### src/rtl/ident_scanner.sv
// rtl/ident_scanner.sv - identifier token scanner for a byte-serial char stream
module ident_scanner #(
  parameter int CHAR_W       = 8,
  parameter int LEN_W        = 6,
  parameter int CNT_W        = 16,
  parameter int ALLOW_USCORE = 1,
  parameter int STRICT       = 1
) (
  input  logic              clk,
  input  logic              rst_n,
  input  logic              in_valid,
  input  logic [CHAR_W-1:0] char,
  input  logic              flush,
  input  logic              clear,
  output logic              in_ident,
  output logic              ends_digit,
  output logic              tok_done,
  output logic [LEN_W-1:0]  tok_len,
  output logic              tok_long,
  output logic [CNT_W-1:0]  tok_cnt
);

  typedef enum logic [1:0] {
    ST_IDLE  = 2'd0,
    ST_ALPHA = 2'd1,
    ST_DIGIT = 2'd2,
    ST_NUM   = 2'd3
  } state_t;

  localparam logic [LEN_W-1:0] LEN_MAX = '1;
  localparam logic [CNT_W-1:0] CNT_MAX = '1;

  state_t             r_state;
  logic [LEN_W-1:0]   r_len;
  logic               r_ovf;
  logic               r_tok_done;
  logic [LEN_W-1:0]   r_tok_len;
  logic               r_tok_long;
  logic [CNT_W-1:0]   r_tok_cnt;

  state_t             w_state_n;
  logic [LEN_W-1:0]   w_len_n;
  logic               w_ovf_n;
  logic               w_term;
  logic [7:0]         w_lo;
  logic               w_hi_zero;
  logic               w_is_l;
  logic               w_is_d;

  // Any nonzero bit above the low byte makes the char a separator.
  assign w_lo      = char[7:0];
  assign w_hi_zero = ((char >> 8) == '0);
  assign w_is_l    = w_hi_zero &&
                     (((w_lo >= 8'd65) && (w_lo <= 8'd90)) ||
                      ((w_lo >= 8'd97) && (w_lo <= 8'd122)) ||
                      ((ALLOW_USCORE != 0) && (w_lo == 8'd95)));
  assign w_is_d    = w_hi_zero && (w_lo >= 8'd48) && (w_lo <= 8'd57);

  // Next-state, running length and terminate decision for one accepted char or flush.
  always_comb begin
    w_state_n = r_state;
    w_len_n   = r_len;
    w_ovf_n   = r_ovf;
    w_term    = 1'b0;
    if (flush) begin
      w_state_n = ST_IDLE;
      w_term    = (r_state == ST_ALPHA) || (r_state == ST_DIGIT);
    end else if (in_valid) begin
      case (r_state)
        ST_IDLE: begin
          if (w_is_l) begin
            w_state_n = ST_ALPHA;
            w_len_n   = {{(LEN_W-1){1'b0}}, 1'b1};
            w_ovf_n   = 1'b0;
          end else if (w_is_d && (STRICT != 0)) begin
            w_state_n = ST_NUM;
          end
        end
        ST_ALPHA, ST_DIGIT: begin
          if (w_is_l || w_is_d) begin
            w_state_n = w_is_l ? ST_ALPHA : ST_DIGIT;
            // Length pins at its maximum; the overflow bit records the run-over.
            if (r_len == LEN_MAX) w_ovf_n = 1'b1;
            else                  w_len_n = r_len + 1'b1;
          end else begin
            w_state_n = ST_IDLE;
            w_term    = 1'b1;
          end
        end
        default: begin
          if (!w_is_l && !w_is_d) w_state_n = ST_IDLE;
        end
      endcase
    end
  end

  // State, length and registered token reporting; clear overrides everything but reset.
  always_ff @(posedge clk or negedge rst_n) begin
    if (!rst_n) begin
      r_state    <= ST_IDLE;
      r_len      <= '0;
      r_ovf      <= 1'b0;
      r_tok_done <= 1'b0;
      r_tok_len  <= '0;
      r_tok_long <= 1'b0;
      r_tok_cnt  <= '0;
    end else if (clear) begin
      r_state    <= ST_IDLE;
      r_len      <= '0;
      r_ovf      <= 1'b0;
      r_tok_done <= 1'b0;
      r_tok_len  <= '0;
      r_tok_long <= 1'b0;
      r_tok_cnt  <= '0;
    end else begin
      r_state    <= w_state_n;
      r_len      <= w_len_n;
      r_ovf      <= w_ovf_n;
      r_tok_done <= w_term;
      if (w_term) begin
        r_tok_len  <= r_len;
        r_tok_long <= r_ovf;
        if (r_tok_cnt != CNT_MAX) r_tok_cnt <= r_tok_cnt + 1'b1;
      end
    end
  end

  assign in_ident   = (r_state == ST_ALPHA) || (r_state == ST_DIGIT);
  assign ends_digit = (r_state == ST_DIGIT);
  assign tok_done   = r_tok_done;
  assign tok_len    = r_tok_len;
  assign tok_long   = r_tok_long;
  assign tok_cnt    = r_tok_cnt;

endmodule

### config.mk
export PLATFORM = sky130hd
export DESIGN_NAME = ident_scanner
export DESIGN_NICKNAME = d
export VERILOG_FILES = /design/src/rtl/ident_scanner.sv
export SDC_FILE = /design/constraint.sdc
export NUM_CORES = 1
export LEC_CHECK = 0
export CAP_MARGIN = 40
export CORE_MARGIN = 3
export CORE_UTILIZATION = 45
export CTS_CLUSTER_DIAMETER = 100
export DETAILED_ROUTE_END_ITERATION = 6
export HOLD_SLACK_MARGIN = 0.06
export PLACE_DENSITY = 0.79
export SYNTH_ARGS = -nofsm -noshare
export SYNTH_HDL_FRONTEND = slang
export SYNTH_SLANG_ARGS = --single-unit
### constraint.sdc
create_clock -name clk -period 5.9 [get_ports clk]
set_input_delay 1.18 -clock clk [delete_from_list [all_inputs] [get_ports clk]]
set_output_delay 1.18 -clock clk [all_outputs]
set_load 0.05 [all_outputs]
==> results of run 1 <==
==> metrics by stage <==
| step | cell area, um2 | power [W] | utilization [%] | cells | setup WS [ps] |
|---|---|---|---|---|---|
| 6_report | 2589 | 0.0004505 | 58.65 | 321 | 2550 |
| 5_1_grt | 2589 | 0.0004691 | 58.65 | 321 | 2445 |
| 4_1_cts | 2589 | 0.0004540 | 58.65 | 321 | 2556 |
| 3_5_place_dp | 2506 | 0.0002910 | 56.77 | 313 | 2439 |
| 3_3_place_gp | 2495 | 0.0002890 | 56.52 | 312 | 2148 |
| 2_1_floorplan | 2074 | 0.0002660 | - | 228 | 3099 |
==> kinds of logic after synthesis <==
logic type | count (synthesis) | synth area share [%]
flip-flops | 33 | 39.81
buffers and inverters | 21 | 4.282
adder cells (fa/ha/maj) | 5 | 3.016
AND/OR/NAND/NOR | 88 | 23.95
multiplexers | 2 | 1.086
AO/OA/AOI/OAI | 79 | 27.87
==> per-layer routing <==
layer / part of all wire, % / track usage, %
met4: 1.3 / 7.042
met2: 47 / 31.10
met1: 46 / 28.32
met3: 5.9 / 3.420
met5: 0 / 0
==> state kept, by name (all words and copies together), names as in the netlist <==
| name | count |
|---|---|
| tok_cnt | 16 |
| r_len | 6 |
| tok_len | 6 |
| r_state | 2 |
| r_ovf | 1 |
| tok_done | 1 |
| tok_long | 1 |
==> worst max-delay path, delay by kind of cell (launching register included) <==
| kind | cells | cell delay [ps] |
|---|---|---|
| buffers and inverters | 2 | 960 |
| adder cells (fa/ha/maj) | 1 | 540 |
| flip-flops | 1 | 380 |
==> report_power, final <==
| group | leakage [nW] | internal (W) | switching, W |
|---|---|---|---|
| Clock | 0.0450 | 0.0000817 | 0.0000818 |
| Combinational | 0.499 | 0.0000207 | 0.0000372 |
| Sequential | 0.460 | 0.000227 | 0.00000178 |
| Total | 1.00 | 0.000330 | 0.000121 |
==> cells in the final DEF, fill, tap and decap left out, drive strengths merged, types with 6 or more instances in the layout <==
master / count
o21ai: 14
inv: 13
o31ai: 9
a22o: 10
nand2: 15
a21oi: 11
nand3: 10
dfrtp: 33
or4: 8
o311ai: 7
clkdlybuf4s50: 38
clkbuf: 6
nor2: 14
nand4: 6
a31oi: 6
==> worst max-delay path by stage <==
stage | to | slack (ps) | from
global placement | tok_cnt[13]$_DFFE_PN0P_ | 2150 | clear
global route | in_ident | 2440 | r_state[1]$_DFFE_PN0P_
floorplan | tok_cnt[13]$_DFFE_PN0P_ | 3100 | char[6]
detailed placement | tok_cnt[13]$_DFFE_PN0P_ | 2440 | clear
CTS | in_ident | 2560 | r_state[1]$_DFFE_PN0P_
finish | in_ident | 2550 | r_state[0]$_DFFE_PN0P_
==> cell type report <==
class | count | area share (%)
inverters | 13 | 1.885
flip-flops and latches | 33 | 31.90
well taps | 52 | 2.513
clock buffers | 6 | 2.803
repair buffers | 41 | 15.71
multi-input cells | 174 | 44.80
clock inverters | 2 | 0.3867
==> metrics.txt, run 1 <==
status complete, no violations; register bit total from synthesis 33; ratio of cells with drive above 1 in the final layout 7.063%; initial antenna violation count 0; Leakage 1.004 nW; setup bufs post-CTS 0; maxcap violations 0; routed vias 2053; vias per cell 6.396; CTS max path bufs 2; area taken by multi-input logic gates 1160 um2; Fin Clk Skew 6.669 ps; Layout area overhead 24.79%; CP Capture Type output port; post_cts resized 0; hold path startpoint tok_long$_DFFE_PN0P_; Slew Limit Headroom 51.62%; Cell Rows 24; starting density of the core 47.00%; Register Area 825.8 um2; Slew Limit Fails 0; drt wl/cell 16.21 um; CP Launch Type flip-flop; Worst-Margin Slew 720.1 ps; Mapped Cells 228; RSZ-0062 raised after global routing no; CP max stage delay 890 ps; Filler cells 415; setup slack, reg-to-reg 3550 ps; synthesized area 2074 um2; die footprint 5460 um2; CP Data Arrival Time 2170 ps; period utilization 56.78%; sequential-to-total area share from yosys stat 39.81%; hold_buf cts 0; Async SR Flop Fraction 100.0%; final setup violation count 0; Syn Area/Cell 9.099 um2; TritonCTS clock tree built; Peak VDD IR 0.09001 mV; crit path kind reg -> out; Num Clock Sinks 33; worst-path cell chain inv_1 > ha_1 > clkdlybuf4s50_1; crit path time final 3350 ps; core area 4414 um2; clock slew at reported path FFs 70 ps; top_reg_cell synth dfrtp_1; Worst Path Required 4720 ps; grt ovf 0; Clock Tree Root clkbuf_8; largest net degree at the start of global routing 34; Critical-path top delay cell clkdlybuf4s50_1; syn nets 246; number of antenna diodes 0; most area-consuming cells after synthesis dfrtp_1 (40%), a22o_1 (4.2%), o31ai_1 (3.3%); Final Wtd Congestion 0.8829; Overall Global Routing Usage 20.16%; # port buffers 38; hold depth 1; f_max 298.5 MHz; detailed placement HPWL 3730 um; PwrDens 174.0 nW/um2; Final Hold Vio Count 0; most common cell in the netlist dfrtp_1; Hold Path Class reg -> reg; number of DRC markers in iteration 0 161; drt first pass iters 4; io pins 39; first-pass GRT wire length 8687 um; share of the synthesized area in the top cell type 39.81%; Syn. warnings 0; antenna violation net count after detailed routing 0; R2R Path End tok_cnt[13]$_DFFE_PN0P_; Total Routed Length 5205 um; critical-path maximum fanout 13; Fin Setup TNS 0 ps; Skew-Pair Late Insertion Delay 280 ps; cells on worst reg2reg path 7; H-tree depth 2; Synth cell types 53; vias in the first global route 1833; EDFF count, synth 0; hold endpoint tok_long$_DFFE_PN0P_; worst hold margin 496.6 ps; commonest cells in the netlist dfrtp_1 (33), nand2_1 (15), inv_1 (13), nor2_1 (13), o21ai_0 (12); Reg-to-Reg Start tok_cnt[0]$_DFFE_PN0P_; Synth area leader dfrtp_1; fin nets 286; TritonCTS Buffers 5; detailed-route DRC error count 0; Die X-Extent 73.90 um; die height 73.90 um
Note: power is estimated with default switching activity, not from simulation.
==> run 2: changes to the inputs <==
clock period = 3.4 ns   (was 5.9 ns; I/O delays follow)
==> run 2 against run 1 <==
  * Largest power group is now clock
  * Utilization up 1.1 points
  * Setup slack worse by 2000 ps
  * Final area up 1.8%
  * Sequential power up 73%
  * Hold slack better by 5.4 ps
  * First-iteration DRC count up 8.1%
  * Non-clock buffer count unchanged
==> metrics.txt, run 2 (same netlist as run 1, synthesis figures left out) <==
Hold Path Class reg -> reg (unchanged); TritonCTS clock tree built (unchanged); detailed-route DRC error count 0 (unchanged); Fin Clk Skew 10.19 ps (was 6.669 ps); Final Wtd Congestion 0.9298 (was 0.8829); period utilization 84.88%; setup bufs post-CTS 0 (unchanged); final core occ 59.72% (was 58.65%); vias per cell 6.371 (was 6.396); most frequent cells in the layout clkdlybuf4s50_1 (38), dfrtp_1 (33), nand2_1 (15), inv_1 (13), nor2_1 (13) (unchanged); Total Routed Length 5307 um (was 5205 um); Reg-to-Reg Start tok_cnt[0]$_DFFE_PN0P_ (unchanged); R2R Path End tok_cnt[13]$_DFFE_PN0P_ (unchanged); starting density of the core 47.00% (unchanged); grt ovf 0 (unchanged); first-pass GRT wire length 8866 um (was 8687 um); clock slew at reported path FFs 80 ps (was 70 ps); Slew Limit Headroom 55.18% (was 51.62%); Final Hold Vio Count 0 (unchanged); antenna violation net count after detailed routing 0 (unchanged); maxcap violations 0 (unchanged); vias in the first global route 1876 (was 1833); Fin Setup TNS 0 ps (unchanged); setup slack, reg-to-reg 1110 ps (was 3550 ps); CP Launch Type flip-flop (unchanged); status complete, no violations (unchanged); H-tree depth 2 (unchanged); post_cts resized 0 (unchanged); Skew-Pair Late Insertion Delay 290 ps (was 280 ps); number of antenna diodes 0 (unchanged); Die X-Extent 73.90 um (unchanged); # port buffers 38 (unchanged); Layout area overhead 27.08% (was 24.79%); Peak VDD IR 0.2510 mV (was 0.09001 mV); Overall Global Routing Usage 20.61% (was 20.16%); initial antenna violation count 0 (unchanged); die height 73.90 um (unchanged); ratio of cells with drive above 1 in the final layout 7.435% (was 7.063%); commonest non-fill, non-tap cell in the layout clkdlybuf4s50_1 (unchanged); io pins 39 (unchanged); hold_buf cts 0 (unchanged); cells on worst reg2reg path 7 (unchanged); Clock Tree Root clkbuf_8 (unchanged); routed vias 2045 (was 2053); crit path kind reg -> out (unchanged); PwrDens 357.7 nW/um2 (was 174.0 nW/um2); number of DRC markers in iteration 0 174 (was 161); CTS max path bufs 2 (unchanged); drt first pass iters 4 (unchanged); largest net degree at the start of global routing 34 (unchanged); CP Capture Type output port (unchanged); Largest register FFs 16 (unchanged); Num Clock Sinks 33 (unchanged); detailed placement HPWL 3660 um (was 3730 um); Worst-Margin Slew 667.2 ps (was 720.1 ps); core area 4414 um2 (unchanged); crit path time final 2886 ps; Leakage 1.026 nW (was 1.004 nW); CP Data Arrival Time 2210 ps (was 2170 ps); TritonCTS Buffers 5 (unchanged); Critical path origin r_state[1]$_DFFE_PN0P_ (was r_state[0]$_DFFE_PN0P_); critical-path maximum fanout 13 (unchanged); Slew Limit Fails 0 (unchanged); hold depth 1 (unchanged); RSZ-0062 raised after global routing no (unchanged); Cell Rows 24 (unchanged); die footprint 5460 um2 (unchanged); drt wl/cell 16.53 um (was 16.21 um); worst setup path endpoint in_ident (unchanged); fin nets 286 (unchanged); final setup violation count 0 (unchanged); Worst Path Required 2720 ps (was 4720 ps); f_max 346.5 MHz
-- run 2: cell type report --
class,count,area (um2)
well taps,52,65.06
clock inverters,3,65.06
multi-input cells,174,1160
clock buffers,5,68.82
fillers,388,1778
repair buffers,41,402.9
inverters,13,48.80
flip-flops and latches,33,825.8
-- run 2: worst max-delay path, cell delays in order (launching register included) --
cell             delay (ps)
dfrtp_1                 420
inv_1                    60
ha_1                    540
clkdlybuf4s50_1         890
-- run 2: routing by layer --
metal	GRT usage [%]	part of all wire, %	wire, um
met3	4.378	4.6	244
met5	0	0	0
met1	28.80	47	2477
met2	30.91	47	2503
met4	8.048	1.5	82
-- run 2: worst min path at each step --
stage,startpoint,end
2_1_floorplan,rst_n,r_len[0]$_DFFE_PN0P_
3_3_place_gp,r_ovf$_DFFE_PN0P_,tok_long$_DFFE_PN0P_
3_5_place_dp,r_ovf$_DFFE_PN0P_,tok_long$_DFFE_PN0P_
4_1_cts,tok_long$_DFFE_PN0P_,tok_long$_DFFE_PN0P_
5_1_grt,tok_long$_DFFE_PN0P_,tok_long$_DFFE_PN0P_
6_report,tok_long$_DFFE_PN0P_,tok_long$_DFFE_PN0P_
-- run 2: where the power goes --
group	internal (W)	switching (W)	leakage, nW	total, W
sequential	0.000394	0.00000292	0.460	0.000397
combinational	0.0000357	0.0000638	0.497	0.0000995
clock	0.000291	0.000155	0.0681	0.000446
-- run 2: per-stage QoR --
stage,cell area [um2],hold slack (ps),instances,setup slack (ps),power (W)
6_report,2636,502.0,321,514.2,0.0009430
5_1_grt,2636,530.5,321,423.1,0.0009704
4_1_cts,2636,506.3,321,512.4,0.0009483
3_5_place_dp,2502,488.5,313,569.6,0.0005034
3_3_place_gp,2502,477.1,313,605.6,0.0005022
2_1_floorplan,2074,384.4,228,1099,0.0004617
==> run 3: changes to the inputs <==
clock period = 3 ns   (was 3.4 ns; I/O delays follow)
==> run 3 against run 2 <==
  * Combinational power rose by 16%
  * Clock power fell by 16%
  * Clock-buffer cell count rose by 2
  * Critical path type is now in -> reg
  * Critical endpoint is now r_state[1]$_DFFE_PN0P_
  * Global-route usage fell by 0.43 points
  * Clock skew fell by 6.5 ps
  * Hold slack got worse by 2.5 ps
  * Register-to-register slack got worse by 380 ps
  * Power fell by 0.12%
  * Setup slack got worse by 31 ps
==> metrics.txt, run 3 (same netlist as run 1, synthesis figures left out) <==
status complete, no violations (unchanged); antenna violation net count after detailed routing 0 (unchanged); routed length on met2 2397 um (was 2503 um); Slew Limit Headroom 51.15% (was 55.18%); Leakage 1.022 nW (was 1.026 nW); clock group share of total power 39.9% (was 47.3%); hold depth 1 (unchanged); drt first pass iters 4 (unchanged); cell family with most CP delay simple AND/OR/NAND/NOR gates (was buffers and inverters); routed vias 2036 (was 2045); Switching Share 26.02% (was 23.49%); Reg-to-Reg Start tok_cnt[0]$_DFFE_PN0P_ (unchanged); period utilization 83.90%; most frequent cells in the layout clkdlybuf4s50_1 (38), dfrtp_1 (33), nand2_1 (15), inv_1 (13), nor2_1 (13) (unchanged); worst hold margin 499.5 ps (was 502.0 ps); Largest register FFs 16 (unchanged); vias per cell 6.303 (was 6.371); RSZ-0062 raised after global routing no (unchanged); PwrDens 359.6 nW/um2 (was 357.7 nW/um2); H-tree depth 2 (unchanged); Placed Cells incl. Taps 315 (was 313); die height 73.90 um (unchanged); largest net degree at the start of global routing 34 (unchanged); WL met3 331 um (was 244 um); crit path time final 2517 ps; # port buffers 38 (unchanged); setup bufs post-CTS 0 (unchanged); Sw Pwr 0.0002450 W (was 0.0002215 W); P_int 0.0006968 W (was 0.0007215 W); Logic pwr share 12.2% (was 10.6%); vias in the first global route 1855 (was 1876); grt ovf 0 (unchanged); hold_buf cts 0 (unchanged); ratio of cells with drive above 1 in the final layout 8.118% (was 7.435%); die footprint 5460 um2 (unchanged); CP Capture Type flip-flop (was output port); Post-Place Cell Area 2517 um2 (was 2502 um2); number of antenna diodes 0 (unchanged); CP Data Arrival Time 2700 ps (was 2210 ps); Total Routed Length 5184 um (was 5307 um); final instance area 2619 um2 (was 2636 um2); Slew Limit Fails 0 (unchanged); CP Buf/Inv Count 1 (was 2); drt wl/cell 16.05 um (was 16.53 um); number of DRC markers in iteration 0 186 (was 174); Clock Tree Root clkbuf_8 (unchanged); Final Hold Vio Count 0 (unchanged); cells on worst reg2reg path 7 (unchanged); Final Power 0.0009418 W (was 0.0009430 W); TritonCTS clock tree built (unchanged); maxcap violations 0 (unchanged); hold endpoint tok_len[3]$_DFFE_PN0P_ (was tok_long$_DFFE_PN0P_); crit path kind in -> reg (was reg -> out); fin nets 288 (was 286); R2R Path End tok_cnt[13]$_DFFE_PN0P_ (unchanged); final std cells w/o fill 323 (was 321); io pins 39 (unchanged); detailed placement HPWL 3632 um (was 3660 um); Num Clock Sinks 33 (unchanged); CP max stage delay 600 ps (was 890 ps); post_cts resized 0 (unchanged); Final Wtd Congestion 0.9324 (was 0.9298); Skew-Pair Late Insertion Delay 290 ps (about the same); Critical-path top delay cell nor3_1 (was clkdlybuf4s50_1); max layer used met4 (unchanged); commonest non-fill, non-tap cell in the layout clkdlybuf4s50_1 (unchanged); clock slew at reported path FFs 70 ps (was 80 ps); core area 4414 um2 (unchanged); TritonCTS Buffers 5 (unchanged); setup slack, reg-to-reg 730 ps (was 1110 ps); initial antenna violation count 0 (unchanged); Fin Setup TNS 0 ps (unchanged); Peak VDD IR 0.2933 mV (was 0.2510 mV); Fin Clk Skew 3.737 ps (was 10.19 ps); Die X-Extent 73.90 um (unchanged); CTS max path bufs 2 (unchanged); Cell Rows 24 (unchanged); starting density of the core 47.00% (unchanged); f_max 397.3 MHz; Hold Path Class reg -> reg (unchanged); worst-path cell chain clkdlybuf4s50_1 > nor2b_1 > o21ai_0 > nor3_1 > o311ai_0 > a32o_1 (was inv_1 > ha_1 > clkdlybuf4s50_1); Met1 Wirelength 2339 um (was 2477 um); CP Launch Type input pin (was flip-flop); critical-path maximum fanout 7 (was 13); final setup violation count 0 (unchanged); hold path startpoint tok_len[3]$_DFFE_PN0P_ (was tok_long$_DFFE_PN0P_); Layout area overhead 26.24% (was 27.08%); detailed-route DRC error count 0 (unchanged); Worst-Margin Slew 727.1 ps (was 667.2 ps); first-pass GRT wire length 8590 um (was 8866 um); Overall Global Routing Usage 20.18% (was 20.61%); Worst Path Required 3180 ps (was 2720 ps); Seq pwr share 47.9% (was 42.1%)
-- run 3: final cells by class --
class                      instances  area (um2)
inverter                          13       48.80
sequential                        33       825.8
clock inverter                     1       5.005
multi-input combinational        174        1160
timing repair buffer              43       417.9
tap                               52       65.06
fill                             384        1795
clock buffer                       7       96.34
-- run 3: worst reg2reg max path, cell delays in order, from the launching register on --
cell      delay, ps
dfrtp_1         420
ha_1            310
nand4b_1        150
or2_2           310
o21ai_1         320
buf_4           290
nor4_1           80
mux2_2          280
-- run 3: worst max-delay path by stage --
stage | startpoint | end | slack (ps) | cells after the start
6_report | char[6] | r_state[1]$_DFFE_PN0P_ | 480 | 6
5_1_grt | char[6] | r_state[0]$_DFFE_PN0P_ | 160 | 6
4_1_cts | char[2] | tok_cnt[13]$_DFFE_PN0P_ | 510 | 6
2_1_floorplan | tok_cnt[0]$_DFFE_PN0P_ | tok_cnt[1]$_DFFE_PN0P_ | 710 | 8
3_3_place_gp | char[2] | tok_cnt[13]$_DFFE_PN0P_ | 280 | 6
3_5_place_dp | char[2] | tok_cnt[13]$_DFFE_PN0P_ | 210 | 6
-- run 3: power groups by stage --
stage          combinational [W]  clock [W]  sequential, W
6_report                0.000115   0.000376       0.000451
4_1_cts                 0.000115   0.000385       0.000451
3_3_place_gp            0.000112          0       0.000459
3_5_place_dp            0.000114          0       0.000459
5_1_grt                 0.000127   0.000399       0.000451
2_1_floorplan          0.0000598          0       0.000463
-- run 3: per-stage QoR --
| stage | setup slack [ps] | util [%] |
|---|---|---|
| finish | 482.9 | 59.33 |
| global route | 156.7 | 59.33 |
| CTS | 510.4 | 59.33 |
| detailed placement | 206.0 | 57.03 |
| global placement | 280.8 | 57.03 |
| floorplan | 711.7 | - |
-- run 3: routing by layer --
| layer | track usage (%) | vias to the layer above |
|---|---|---|
| met4 | 8.853 | 0 |
| li1 | - | 989 |
| met2 | 30.12 | 72 |
| met1 | 28.14 | 964 |
| met5 | 0 | - |
| met3 | 3.967 | 11 |
